$ cat src/rtl/seq_detector_param.sv
// Parametrised serial pattern detector for sync-word/framing detection on a 1-bit path.
// Latency: z is combinational with the accepting bit (MOORE=0) or one cycle later (MOORE=1).
// Backpressure: none; en qualifies each bit, and unqualified cycles leave the history untouched.
//
// Ports:
//   clk        rising-edge clock
//   rst        synchronous active-high reset (highest priority)
//   en         a bit on x is consumed only when en=1
//   x          serial data bit
//   pat_load   load pat_in into the pattern register and flush history
//   pat_in     new N-bit pattern, MSB = oldest bit
//   cnt_clr    synchronous clear of match_cnt (wins over a same-cycle match)
//   z          match pulse
//   match_cnt  saturating count of matches
//   cnt_sat    high while match_cnt is all-ones
module seq_detector_param #(
  parameter int unsigned    N       = 4,
  parameter logic [N-1:0]   PATTERN = 4'b1101,
  parameter bit             OVERLAP = 1'b1,
  parameter bit             MOORE   = 1'b0,
  parameter int unsigned    CNT_W   = 8
) (
  input  logic             clk,
  input  logic             rst,
  input  logic             en,
  input  logic             x,
  input  logic             pat_load,
  input  logic [N-1:0]     pat_in,
  input  logic             cnt_clr,
  output logic             z,
  output logic [CNT_W-1:0] match_cnt,
  output logic             cnt_sat
);

  // fill counts valid history bits and saturates at N-1, so it never needs
  // more than clog2(N) bits.
  localparam int unsigned   FW       = $clog2(N);
  localparam logic [FW-1:0] FILL_MAX = FW'(N - 1);

  logic [N-2:0]     hist_q, hist_d;
  logic [FW-1:0]    fill_q, fill_d;
  logic [N-1:0]     pat_q, pat_d;
  logic [CNT_W-1:0] cnt_q, cnt_d;
  logic             z_q;

  logic [N-1:0]     window;
  logic             match;

  // Window = the N-1 remembered bits plus the bit on the wire this cycle.
  assign window = {hist_q, x};

  // A match needs a full history so that stale zeros after reset/load/flush
  // can never complete a pattern that begins with zeros.
  assign match = en & ~pat_load & (fill_q == FILL_MAX) & (window == pat_q);

  always_comb begin
    hist_d = hist_q;
    fill_d = fill_q;
    pat_d  = pat_q;
    if (pat_load) begin
      // The bit presented in the load cycle is dropped on purpose: the new
      // pattern starts from a clean history with the next consumed bit.
      pat_d  = pat_in;
      hist_d = '0;
      fill_d = '0;
    end else if (en) begin
      if (match && !OVERLAP) begin
        // Non-overlap: the accepting bit is not reused for the next match.
        hist_d = '0;
        fill_d = '0;
      end else begin
        hist_d = window[N-2:0];
        if (fill_q != FILL_MAX) begin
          fill_d = fill_q + FW'(1);
        end
      end
    end
  end

  always_comb begin
    cnt_d = cnt_q;
    if (cnt_clr) begin
      cnt_d = '0;
    end else if (match && (cnt_q != '1)) begin
      cnt_d = cnt_q + CNT_W'(1);
    end
  end

  always_ff @(posedge clk) begin
    if (rst) begin
      hist_q <= '0;
      fill_q <= '0;
      pat_q  <= PATTERN;
      cnt_q  <= '0;
      z_q    <= 1'b0;
    end else begin
      hist_q <= hist_d;
      fill_q <= fill_d;
      pat_q  <= pat_d;
      cnt_q  <= cnt_d;
      // Loads match regardless of en so the Moore pulse lasts exactly one cycle.
      z_q    <= match;
    end
  end

  assign z         = MOORE ? z_q : match;
  assign match_cnt = cnt_q;
  assign cnt_sat   = &cnt_q;

endmodule

$ cat config.mk
export PLATFORM = sky130hd
export DESIGN_NAME = seq_detector_param
export DESIGN_NICKNAME = d
export VERILOG_FILES = /design/src/rtl/seq_detector_param.sv
export SDC_FILE = /design/constraint.sdc
export NUM_CORES = 1
export LEC_CHECK = 0
export ABC_AREA = 1
export CAP_MARGIN = 30
export CORE_MARGIN = 4
export CORE_UTILIZATION = 35
export CTS_BUF_LIST = sky130_fd_sc_hd__clkbuf_4
export CTS_CLUSTER_DIAMETER = 100
export CTS_CLUSTER_SIZE = 40
export DETAILED_ROUTE_END_ITERATION = 16
export SYNTH_ARGS = -nofsm -noshare
export SYNTH_HDL_FRONTEND = slang
export SYNTH_SLANG_ARGS = --single-unit
$ cat constraint.sdc
create_clock -name clk -period 1.65 [get_ports clk]
set_input_delay 0.2475 -clock clk [delete_from_list [all_inputs] [get_ports clk]]
set_output_delay 0.2475 -clock clk [all_outputs]
set_load 0.01 [all_outputs]
==> results_tabular.tex <==
\begin{tabular}{lr}
\hline
Metric & Value \\
\hline
\multicolumn{2}{l}{\textbf{Hold path}} \\
\quad Classification of the worst-slack hold path & reg -> reg \\
\multicolumn{2}{l}{\textbf{Critical path}} \\
\quad Critical Path Start & match\_cnt[4]\$\_SDFFE\_PP0P\_ \\
\quad Worst setup path endpoint & match\_cnt[4] \\
\quad Worst-path cell chain & buf\_4 > clkdlybuf4s50\_1 \\
\quad Data arrival time of the critical path & 1.30 ns \\
\quad Worst R2R Start & match\_cnt[1]\$\_SDFFE\_PP0P\_ \\
\quad Worst path max stage delay & 0.53 ns \\
\quad Worst r2r dst & match\_cnt[5]\$\_SDFFE\_PP0P\_ \\
\quad Logic depth of the worst setup path including buffers & 2 \\
\quad Worst path top cell family by delay & buffers and inverters \\
\quad R2R cell count & 9 \\
\quad CP Buf/Inv Count & 2 \\
\quad Worst Path Class, Setup & reg -> out \\
\quad Cell at the slowest stage of the critical path & clkdlybuf4s50\_1 \\
\quad Reg2reg setup slack & 0.31 ns \\
\quad CP startpoint kind & flip-flop \\
\quad CP Capture Type & primary output \\
\quad Largest fanout on the critical path & 5 \\
\quad Required time at the endpoint of the critical path & 1.40 ns \\
\multicolumn{2}{l}{\textbf{Logic synthesis}} \\
\quad Share of the yosys chip area belonging to registers & 36.51\% \\
\quad Top cell type's share of synthesized area & 36.51\% \\
\quad Most numerous cell in the Yosys netlist & nand2\_1 \\
\quad Yosys warns & 0 \\
\quad Fraction of synthesized cell area in xor and xnor cells & 3.624\% \\
\quad Cells after Synth & 140 \\
\quad Cells taking the most area after synthesis & dfxtp\_1 (37\%), nand2\_1 (14\%), nor2\_1 (10\%) \\
\quad Fraction of synthesized area in multiplexers & 0\% \\
\quad Post-synthesis net count & 152 \\
\quad Netlist cell types & 18 \\
\quad Simple-gate area share of the yosys netlist & 38.66\% \\
\quad Most used standard cells in the synthesized netlist & nand2\_1 (35), nor2\_1 (26), inv\_1 (20), dfxtp\_1 (17), a21oi\_1 (9) \\
\quad Main flop type after synthesis & dfxtp\_1 \\
\quad Arithmetic-cell share of the synthesized area counting full adders, half adders and majority gates & 2.685\% \\
\quad Post-synth EDFFs & 0 \\
\quad Library cell occupying the most area in the post-synthesis netlist & dfxtp\_1 \\
\quad Post-Syn Area & 932.1 um\^{}2 \\
\quad Fraction of registers with async set or reset after synthesis & 0\% \\
\quad Post-Syn Area per Cell & 6.658 um\^{}2 \\
\quad Post-synthesis register bit count & 17 \\
\quad Compound-cell area share of the yosys netlist & 9.128\% \\
\quad Largest family of logic cells by synthesized area & simple AND/OR/NAND/NOR gates \\
\multicolumn{2}{l}{\textbf{Detailed routing}} \\
\quad Routed wire length & 1.945 mm \\
\quad Number of nets with antenna violations after routing & 0 \\
\quad DR DRC count & 0 \\
\quad First DRT Iteration DRCs & 25 \\
\quad Average via count per standard cell & 4.544 \\
\quad Total via count in the routed design & 936 \\
\quad Number of search-and-repair iterations in the first detailed-routing pass & 4 \\
\quad Routed wirelength normalized by instance count & 9.442 um \\
\multicolumn{2}{l}{\textbf{Final layout}} \\
\quad Proportion of layout cells with a drive suffix above 1 & 22.16\% \\
\quad Final-stage net count & 189 \\
\quad Area grow syn2layout & 39.06\% \\
\quad Inserted Diodes & 0 \\
\multicolumn{2}{l}{\textbf{STA}} \\
\quad Final number of setup-violating endpoints & 0 \\
\quad Clock skew after layout & 0.004773 ns \\
\quad RSZ-0062 raised after global routing & false \\
\quad Part of the cycle the worst path needs & 93.84\% \\
\quad Time the final worst path needs with I/O delays and setup & 1.548 ns \\
\quad Transition at the pin with the smallest max-transition slack & 0.2547 ns \\
\quad Final setup margin & 0.1016 ns \\
\quad Post-Route Setup TNS & 0 ns \\
\quad Max Clock Freq & 0.6458 GHz \\
\quad Number of pins exceeding their max-slew limit in the final report & 0 \\
\quad Worst-case headroom to the max-slew limit & 82.96\% \\
\quad Hold Fails Final Rpt & 0 \\
\multicolumn{2}{l}{\textbf{Global routing}} \\
\quad Via count of the first global-routing pass & 848 \\
\quad Largest net degree at the start of global routing & 11 \\
\quad Initial antenna violation count & 0 \\
\quad Remaining global-route overflow & 0 \\
\quad Global-route wire length before repair & 3.298 mm \\
\quad GRT Overall Usage & 12.03\% \\
\multicolumn{2}{l}{\textbf{Placement}} \\
\quad Routability congestion estimate & 0.8154 \\
\quad Worst-case setup slack after placement & -0.2897 ns \\
\quad DP Wirelength & 1.620 mm \\
\quad Number of port buffers & 19 \\
\multicolumn{2}{l}{\textbf{Flow run}} \\
\quad Max-Cap Viols & 0 \\
\multicolumn{2}{l}{\textbf{Clock tree}} \\
\quad CTS tree & yes \\
\quad Sinks on the clock net & 17 \\
\quad Deepest clock path buffer count & 2 \\
\quad Root Driver & clkbuf\_4 \\
\quad CTS Buf Count & 3 \\
\quad Count of hold-fix buffers inserted at cts & 0 \\
\quad Clock latency on the worst-skew pair & 0.29 ns \\
\quad Clock-pin slew on the worst setup and hold paths & 0.11 ns \\
\quad Number of levels in the clock H-tree & 1 \\
\multicolumn{2}{l}{\textbf{Die}} \\
\quad Boundary Pins & 20 \\
\quad Initial Utilization & 37.29\% \\
\quad Std-Cell Core Area & 0.002500 mm\^{}2 \\
\quad Total die area & 0.003553 mm\^{}2 \\
\quad Row cnt & 18 \\
\quad Overall die width & 59.61 um \\
\quad DIE HEIGHT & 59.61 um \\
\multicolumn{2}{l}{\textbf{Pwr}} \\
\quad Power density relative to cell area & 585.4 mW/mm\^{}2 \\
\quad Standby leakage power & 0.6217 nW \\
\quad Overall power of the completed layout & 0.7588 mW \\
\quad Peak ir drop on the vdd network & 0.0004962 V \\
\multicolumn{2}{l}{\textbf{Run status}} \\
\quad Run status & finished clean \\
\hline
\end{tabular}
[power breakdown]
part	switching, mW	total, mW	leakage [nW]	internal, mW
logic	0.0500	0.100	0.463	0.0500
clock network	0.138	0.228	0.0177	0.0902
registers	0.00847	0.431	0.140	0.422
[repair_timing]
item,in CTS,in global routing
pin swaps,0,0
setup endpoints to repair,2,2
gates resized for setup,11,4
buffers inserted,0,0
[area by class of cell]
cell class / instances / area, um^2
Multi-Input combinational cell: 100 / 514.2
Tap cell: 30 / 37.54
Timing Repair Buffer: 32 / 284.0
Fill cell: 273 / 1204
Inverter: 23 / 87.58
Clock inverter: 1 / 5.005
Sequential cell: 17 / 345.3
Clock buffer: 3 / 22.52
[registers in the layout (all words and copies together), names as in the netlist]
signal and count:
match_cnt 8, hist_q 3, fill_q 2, pat_q 4
[worst reg2reg max path, cell delays in order, from the launching register on]
cell and delay [ns]:
dfxtp_2 0.34, ha_2 0.19, nand2_2 0.09, nor2_4 0.11, nand2_2 0.07, buf_4 0.15
nand2_1 0.05, inv_1 0.04, a21oi_1 0.14, nor2_1 0.06
[worst min-delay path by stage]
stage	end	start	slack, ns	cells past startpoint
final	fill_q[0]$_SDFFE_PP0P_	fill_q[0]$_SDFFE_PP0P_	0.47	2
after global routing	fill_q[0]$_SDFFE_PP0P_	fill_q[0]$_SDFFE_PP0P_	0.50	2
after CTS	fill_q[0]$_SDFFE_PP0P_	fill_q[0]$_SDFFE_PP0P_	0.47	2
after global placement	fill_q[0]$_SDFFE_PP0P_	fill_q[0]$_SDFFE_PP0P_	0.45	2
after floorplan	hist_q[1]$_SDFFE_PP0P_	en	0.34	1
after detailed placement	fill_q[0]$_SDFFE_PP0P_	fill_q[0]$_SDFFE_PP0P_	0.47	2
[layout by cell type (no fill, tap or decap)]
master	netlist	final
xor2_1	2	2
buf_4	0	13
nand2_2	3	3
dfxtp_1	17	13
o21ai_0	8	8
clkbuf_4	0	3
nand4_1	1	1
ha_2	0	2
clkbuf_2	0	1
buf_6	0	1
nor2_2	2	1
nor2_1	26	26
inv_1	20	20
nor2_4	2	3
nand2_1	35	35
clkdlybuf4s50_1	0	17
inv_2	2	2
nand3_1	6	6
nand4_4	1	1
a21oi_1	9	9
nand3_2	2	2
xnor2_2	1	1
clkinv_2	1	2
dfxtp_2	0	4
[through the flow]
step,hold WS [ns],area [um^2],utilization [%],cells
floorplan,0.3410,932.1,-,140
global placement,0.4526,1257,50.30,202
detailed placement,0.4659,1257,50.30,202
CTS,0.4744,1289,51.55,206
global route,0.5034,1296,51.85,206
finish,0.4707,1296,51.85,206
[kinds of logic (layout without fill, tap and decap cells)]
kind of cell             count (synthesis)  in the layout
AO/OA/AOI/OAI                           17             17
XOR/XNOR                                 3              3
adder cells (fa/ha/maj)                  2              2
buffers and inverters                   23             59
flip-flops                              17             17
AND/OR/NAND/NOR                         78             78
[routing by layer]
layer	vias up	global-route usage, %	wire length, um	share of wire, %
met2	20	22.62	972	50
met3	4	3.922	118	6.1
met4	0	2.848	25	1.3
met1	407	12.81	828	43
met5	-	0	0	0
li1	505	-	-	-
Power figures use the tool's default switching activity.
